## config.mk

```make
export PLATFORM = sky130hd
export DESIGN_NAME = sdp_stream_fifo
export DESIGN_NICKNAME = d
export VERILOG_FILES = /design/src/rtl/sdp_fifo_pkg.sv /design/src/rtl/simple_dual_one_clock.sv /design/src/rtl/sdp_stream_fifo.sv
export SDC_FILE = /design/constraint.sdc
export NUM_CORES = 1
export LEC_CHECK = 0
export CAP_MARGIN = 20
export CORE_UTILIZATION = 40
export CTS_CLUSTER_SIZE = 25
export DETAILED_ROUTE_END_ITERATION = 8
export GPL_TIMING_DRIVEN = 0
export PLACE_DENSITY_LB_ADDON = 0.2
export SLEW_MARGIN = 20
export SYNTH_ARGS = -nofsm -noshare
export SYNTH_HDL_FRONTEND = slang
export SYNTH_HIERARCHICAL = 1
export SYNTH_SLANG_ARGS = --single-unit
```

## constraint.sdc

```tcl
create_clock -name clk -period 2.34 [get_ports clk]
set_input_delay 0.234 -clock clk [delete_from_list [all_inputs] [get_ports clk]]
set_output_delay 0.234 -clock clk [all_outputs]
set_load 0.005 [all_outputs]
```

## src/rtl/sdp_fifo_pkg.sv

```systemverilog
// Shared helpers for the SDP stream FIFO: occupancy width and a legality check for DEPTH.
// Combinational functions only, with no latency or backpressure of their own.
package sdp_fifo_pkg;

   // Occupancy runs 0..DEPTH+1 because the read register holds one extra word.
   function automatic int level_width(input int depth);
      return $clog2(depth + 2);
   endfunction

   function automatic bit depth_is_valid(input int depth);
      return (depth >= 2) && ((depth & (depth - 1)) == 0);
   endfunction

endpackage

```

## src/rtl/simple_dual_one_clock.sv

```systemverilog
// Single-clock simple dual-port RAM: one write port and one registered read port, with no reset.
// Read data appears one cycle after ren_i; rdata_o holds while ren_i is low, so there is no backpressure.
module simple_dual_one_clock #(
   parameter int WIDTH  = 8,
   parameter int ADDR_W = 3
) (
   input  logic              clk,
   input  logic              wen_i,
   input  logic [ADDR_W-1:0] waddr_i,
   input  logic [WIDTH-1:0]  wdata_i,
   input  logic              ren_i,
   input  logic [ADDR_W-1:0] raddr_i,
   output logic [WIDTH-1:0]  rdata_o
);

   logic [WIDTH-1:0] mem_q [2**ADDR_W];
   logic [WIDTH-1:0] rdata_q;

   always_ff @(posedge clk) begin
      if (wen_i) begin
         mem_q[waddr_i] <= wdata_i;
      end
   end

   always_ff @(posedge clk) begin
      if (ren_i) begin
         rdata_q <= mem_q[raddr_i];
      end
   end

   assign rdata_o = rdata_q;

endmodule

```

## src/rtl/sdp_stream_fifo.sv

```systemverilog
// Valid/ready FWFT FIFO built on an SDP RAM. Capacity is DEPTH+1 words, and latency from push to out_valid_o is 2 cycles.
// in_ready_o depends on registered state only; SDP_FIFO_LEVEL_EN adds the registered occupancy output level_o.
module sdp_stream_fifo
   import sdp_fifo_pkg::*;
#(
   parameter int WIDTH = 8,
   parameter int DEPTH = 8
) (
   input  logic             clk,
   input  logic             rst_n,
   input  logic             in_valid_i,
   output logic             in_ready_o,
   input  logic [WIDTH-1:0] in_data_i,
   output logic             out_valid_o,
   input  logic             out_ready_i,
   output logic [WIDTH-1:0] out_data_o
`ifdef SDP_FIFO_LEVEL_EN
   ,
   output logic [level_width(DEPTH)-1:0] level_o
`endif
);

   localparam int ADDR_W = $clog2(DEPTH);
   localparam int CNT_W  = ADDR_W + 1;
   localparam logic [CNT_W-1:0] CNT_FULL = CNT_W'(DEPTH);

   logic [ADDR_W-1:0] wptr_q, wptr_d;
   logic [ADDR_W-1:0] rptr_q, rptr_d;
   logic [CNT_W-1:0]  ram_cnt_q, ram_cnt_d;
   logic              out_valid_q, out_valid_d;
   logic              push;
   logic              pop_ram;

   assign in_ready_o  = (ram_cnt_q != CNT_FULL);
   assign push        = in_valid_i & in_ready_o;
   // A read only issues when ram_cnt_q > 0, so it never targets this cycle's write address.
   assign pop_ram     = (ram_cnt_q != '0) & (~out_valid_q | out_ready_i);
   assign out_valid_o = out_valid_q;

   always_comb begin
      wptr_d      = wptr_q;
      rptr_d      = rptr_q;
      ram_cnt_d   = ram_cnt_q;
      out_valid_d = out_valid_q;
      if (push) begin
         wptr_d = wptr_q + ADDR_W'(1);
      end
      if (pop_ram) begin
         rptr_d = rptr_q + ADDR_W'(1);
      end
      case ({push, pop_ram})
         2'b10:   ram_cnt_d = ram_cnt_q + CNT_W'(1);
         2'b01:   ram_cnt_d = ram_cnt_q - CNT_W'(1);
         default: ram_cnt_d = ram_cnt_q;
      endcase
      if (pop_ram) begin
         out_valid_d = 1'b1;
      end else if (out_ready_i) begin
         out_valid_d = 1'b0;
      end
   end

   always_ff @(posedge clk or negedge rst_n) begin
      if (!rst_n) begin
         wptr_q      <= '0;
         rptr_q      <= '0;
         ram_cnt_q   <= '0;
         out_valid_q <= 1'b0;
      end else begin
         wptr_q      <= wptr_d;
         rptr_q      <= rptr_d;
         ram_cnt_q   <= ram_cnt_d;
         out_valid_q <= out_valid_d;
      end
   end

`ifdef SDP_FIFO_LEVEL_EN
   localparam int LVL_W = level_width(DEPTH);

   logic [LVL_W-1:0] level_q, level_d;

   assign level_d = LVL_W'(ram_cnt_d) + LVL_W'(out_valid_d);
   assign level_o = level_q;

   always_ff @(posedge clk or negedge rst_n) begin
      if (!rst_n) begin
         level_q <= '0;
      end else begin
         level_q <= level_d;
      end
   end
`endif

   always_ff @(posedge clk) begin
      assert (depth_is_valid(DEPTH));
      assert (ram_cnt_q <= CNT_FULL);
   end

   simple_dual_one_clock #(
      .WIDTH  (WIDTH),
      .ADDR_W (ADDR_W)
   ) u_mem (
      .clk     (clk),
      .wen_i   (push),
      .waddr_i (wptr_q),
      .wdata_i (in_data_i),
      .ren_i   (pop_ram),
      .raddr_i (rptr_q),
      .rdata_o (out_data_o)
   );

endmodule
```

==> impl_metrics.csv <==
group,metric,value,unit
sta,grt_setup_unrepaired,"true",
sta,timing.clock.skew,0.009535,ns
routing,drc,0,
sta,timing.hold.ws,0.2436,ns
worst_setup_path,start_kind,"flop",
sta,clock.fmax,0.4258,GHz
sta,setup-tns-final,-0.008566,ns
pwr,power.switching,1.419,mW
clock_tree,cts_buffer_depth,2,
pwr,intPower,3.281,mW
logic_synthesis,synth_seq_cells,83,
global_route,grt_pass1_wl,9894,µm
global_route,grt_max_degree,14,
floorplan,ios,22,
clock_tree,cts_buffers,9,
routing,wl,6219,µm
finish,final_area,0.004039,mm²
global_route,overflow,0,
routing,ant_nets,0,
sta,fin_ws,-0.008566,ns
sta,hold_viol_final,0,
finish,area_growth,18.33,%
clock_tree,clk_latency,0.35,ns
logic_synthesis,synth-main-ff-cell,"edfxtp_1",
finish,drive_above_1_share,24.06,%
logic_synthesis,ys_warn_count,6,
pwr,total_leakage_power,1.380,nW
sta,layout_worst_path_cycle_share,100.4,%
clock_tree,cts_root_buf,"clkbuf_8",
clock_tree,path_clk_slew,0.08,ns
finish,layout.nets,226,
logic_synthesis,ys_types,34,
sta,tightest_slew,0.9217,ns
pwr,peakVddDrop,470.8,µV
floorplan,dieArea,0.008907,mm²
floorplan,start_util,41.54,%
global_route,grt_pass1_vias,1803,
floorplan,coreArea,0.008217,mm²
worst_setup_path,critical_path.max_fanout,5,
routing,avgRoutedWirePerCell,19.62,µm
worst_setup_path,endpoint_kind,"flop",
logic_synthesis,synth_top_area_share,63.34,%
pwr,swShare,30.19,%
sta,fin_crit,2.349,ns
global_route,antenna_found_initial,0,
worst_setup_path,crit_arrival,2.57,ns
placed_design,numPortBuffers,21,
logic_synthesis,synthXorXnorAreaFrac,1.540,%
placed_design,pre_cts_ws,-0.5156,ns
outcome,outcome,"complete, but fails checks",
sta,setup-violations-final,1,
global_route,gr-usage-all-layers,16.25,%
logic_synthesis,synth.net_count,187,
logic_synthesis,syn_avg_cell_area,20.20,µm²
routing,firstDrtPassIters,4,
logic_synthesis,yosys.area.top_type,"edfxtp_1",
floorplan,die_width,94.38,µm
finish,antenna_cells,0,
logic_synthesis,yosys.area_share.adder,2.419,%
clock_tree,cts_tree,"yes",
worst_setup_path,reg2reg_depth,7,
pwr,p_comb_share,34.9,%
placed_design,placed_area,0.003796,mm²
floorplan,chipHeight,94.38,µm
clock_tree,htreeDepth,3,
clock_tree,postCtsHoldBufs,0,
hold_path,hold_path_class,"in -> async",
outcome,failed_checks,"setup timing",
logic_synthesis,synth_top_family_by_area,"multiplexers",
routing,drtIter0Drc,45,
clock_tree,cts.sinks,83,
sta,slew_viol_final,0,
logic_synthesis,synth_mux_area_share,16.35,%
worst_setup_path,worstSetupPathType,"reg -> reg",
pwr,finalPower,4.700,mW
logic_synthesis,synth_edf_count,72,
pwr,powerDensity,1164,mW/mm²
floorplan,num_rows,33,
logic_synthesis,yosys-top-cells-area,"edfxtp_1 63%, mux4_1 12%, dfrtp_1 8.1%",
placed_design,gp_congestion,0.6759,
routing,vias_per_cell,5.151,
placed_design,hpwlAfterDp,3987,µm
logic_synthesis,synth_compound_area_share,1.503,%
worst_setup_path,worstPathRequired,2.56,ns
logic_synthesis,synth_simple_gate_area_share,4.692,%
pwr,pwr-share-clk,18.3,%
logic_synthesis,ys_seq_area_share,71.41,%
sta,slew_headroom,38.33,%
pwr,seqPwrFrac,46.8,%
flow_run,maxCapViolations,0,
logic_synthesis,syn_inst,169,
routing,vias,1633,
logic_synthesis,syn_area,0.003413,mm²
logic_synthesis,synthArstFlopShare,13.25,%
-- layer usage --
layer,part of all wire (%),GRT usage (%),vias to the layer above
met5,0,0,-
met4,1.8,7.821,0
met1,43,19.49,840
met3,3.2,4.106,13
met2,52,27.42,25
li1,-,-,755
-- timing repair --
item,CTS,global route
setup buffers,6,1
gates resized for setup,4,5
pin swaps,3,1
endpoints found under the setup margin,2,17
-- cell type report --
cell class                 count  area [µm²]
clock buffer                  10       127.6
buffer                         6       48.80
sequential                    83        2441
tap                          105       131.4
clock inverter                 5       31.28
multi-input combinational     74       973.4
fill                         667        4178
inverter                       6       22.52
timing repair buffer          28       262.8
-- worst paths after layout --
kind                               from           end  slack, ns
setup / recovery           ram_cnt_q[2]  ram_cnt_q[3]     -0.009
hold / removal                    rst_n     wptr_q[2]       0.24
setup reg to reg           ram_cnt_q[2]  ram_cnt_q[3]     -0.009
hold reg to reg               rptr_q[2]     rptr_q[2]       0.47
max in group asynchronous         rst_n  ram_cnt_q[0]       1.70
min in group clk              rptr_q[2]     rptr_q[2]       0.47
-- power by group through the flow --
stage / logic, mW / clock network [mW] / registers (mW)
final: 1.64 / 0.859 / 2.20
after global routing: 1.80 / 0.942 / 2.24
after CTS: 1.65 / 0.878 / 2.20
after detailed placement: 1.58 / 0 / 2.22
after global placement: 1.48 / 0 / 2.19
after floorplan: 1.06 / 0 / 2.18
-- Yosys cell counts, types with 2 or more instances --
master	n
nor3b_1	3
mux4_1	15
nor2_1	6
nand2_1	4
nand2b_1	4
dfrtp_1	11
xor2_1	3
xnor2_1	3
a21oi_1	2
mux2_2	9
edfxtp_1	72
nand3_1	3
mux2_4	2
ha_1	5
inv_1	6
buf_2	2
nor3_1	2
-- kinds of logic after synthesis --
logic type      Yosys count
flops                    83
compound gates            7
buf+inv                  12
xor+xnor                  6
simple gates             27
fa+ha+maj                 6
mux                      28
-- layout by cell type (no fill, tap or decap), types with 2 or more instances in the layout --
cell type	netlist	final
xor2_1	3	3
nand3_1	3	3
mux2_4	2	2
ha_4	0	2
nor3b_1	3	3
buf_4	0	7
nor3_2	0	2
clkdlybuf4s50_1	0	21
clkbuf_1	1	2
nor2_2	0	3
dfrtp_1	11	8
mux2_2	9	9
edfxtp_1	72	72
mux4_1	15	15
ha_1	5	3
nor2_1	6	3
inv_1	6	6
xnor2_1	3	3
clkbuf_8	0	9
clkinvlp_4	0	3
buf_2	2	2
nand2b_1	4	4
nand2_1	4	4
dfrtp_2	0	3
-- flip-flops by register name, indices dropped and copies added (netlist names) --
register       flops
u_mem/mem_q       64
u_mem/rdata_o      8
rptr_q             3
wptr_q             3
out_valid_o        1
ram_cnt_q          4
-- worst max-delay path, stage by stage, from the launching register on --
cell      delay, ns
dfrtp_2        0.44
or4b_4         0.58
nand2_4        0.10
ha_4           0.15
ha_4           0.21
or4b_1         0.49
o311ai_0       0.12
o211ai_1       0.13
-- metrics by stage --
step,cells,util (%)
after floorplan,169,-
after global placement,295,46.08
after detailed placement,295,46.20
after CTS,316,48.91
after global routing,317,49.15
final,317,49.15
Power figures use the tool's default switching activity.
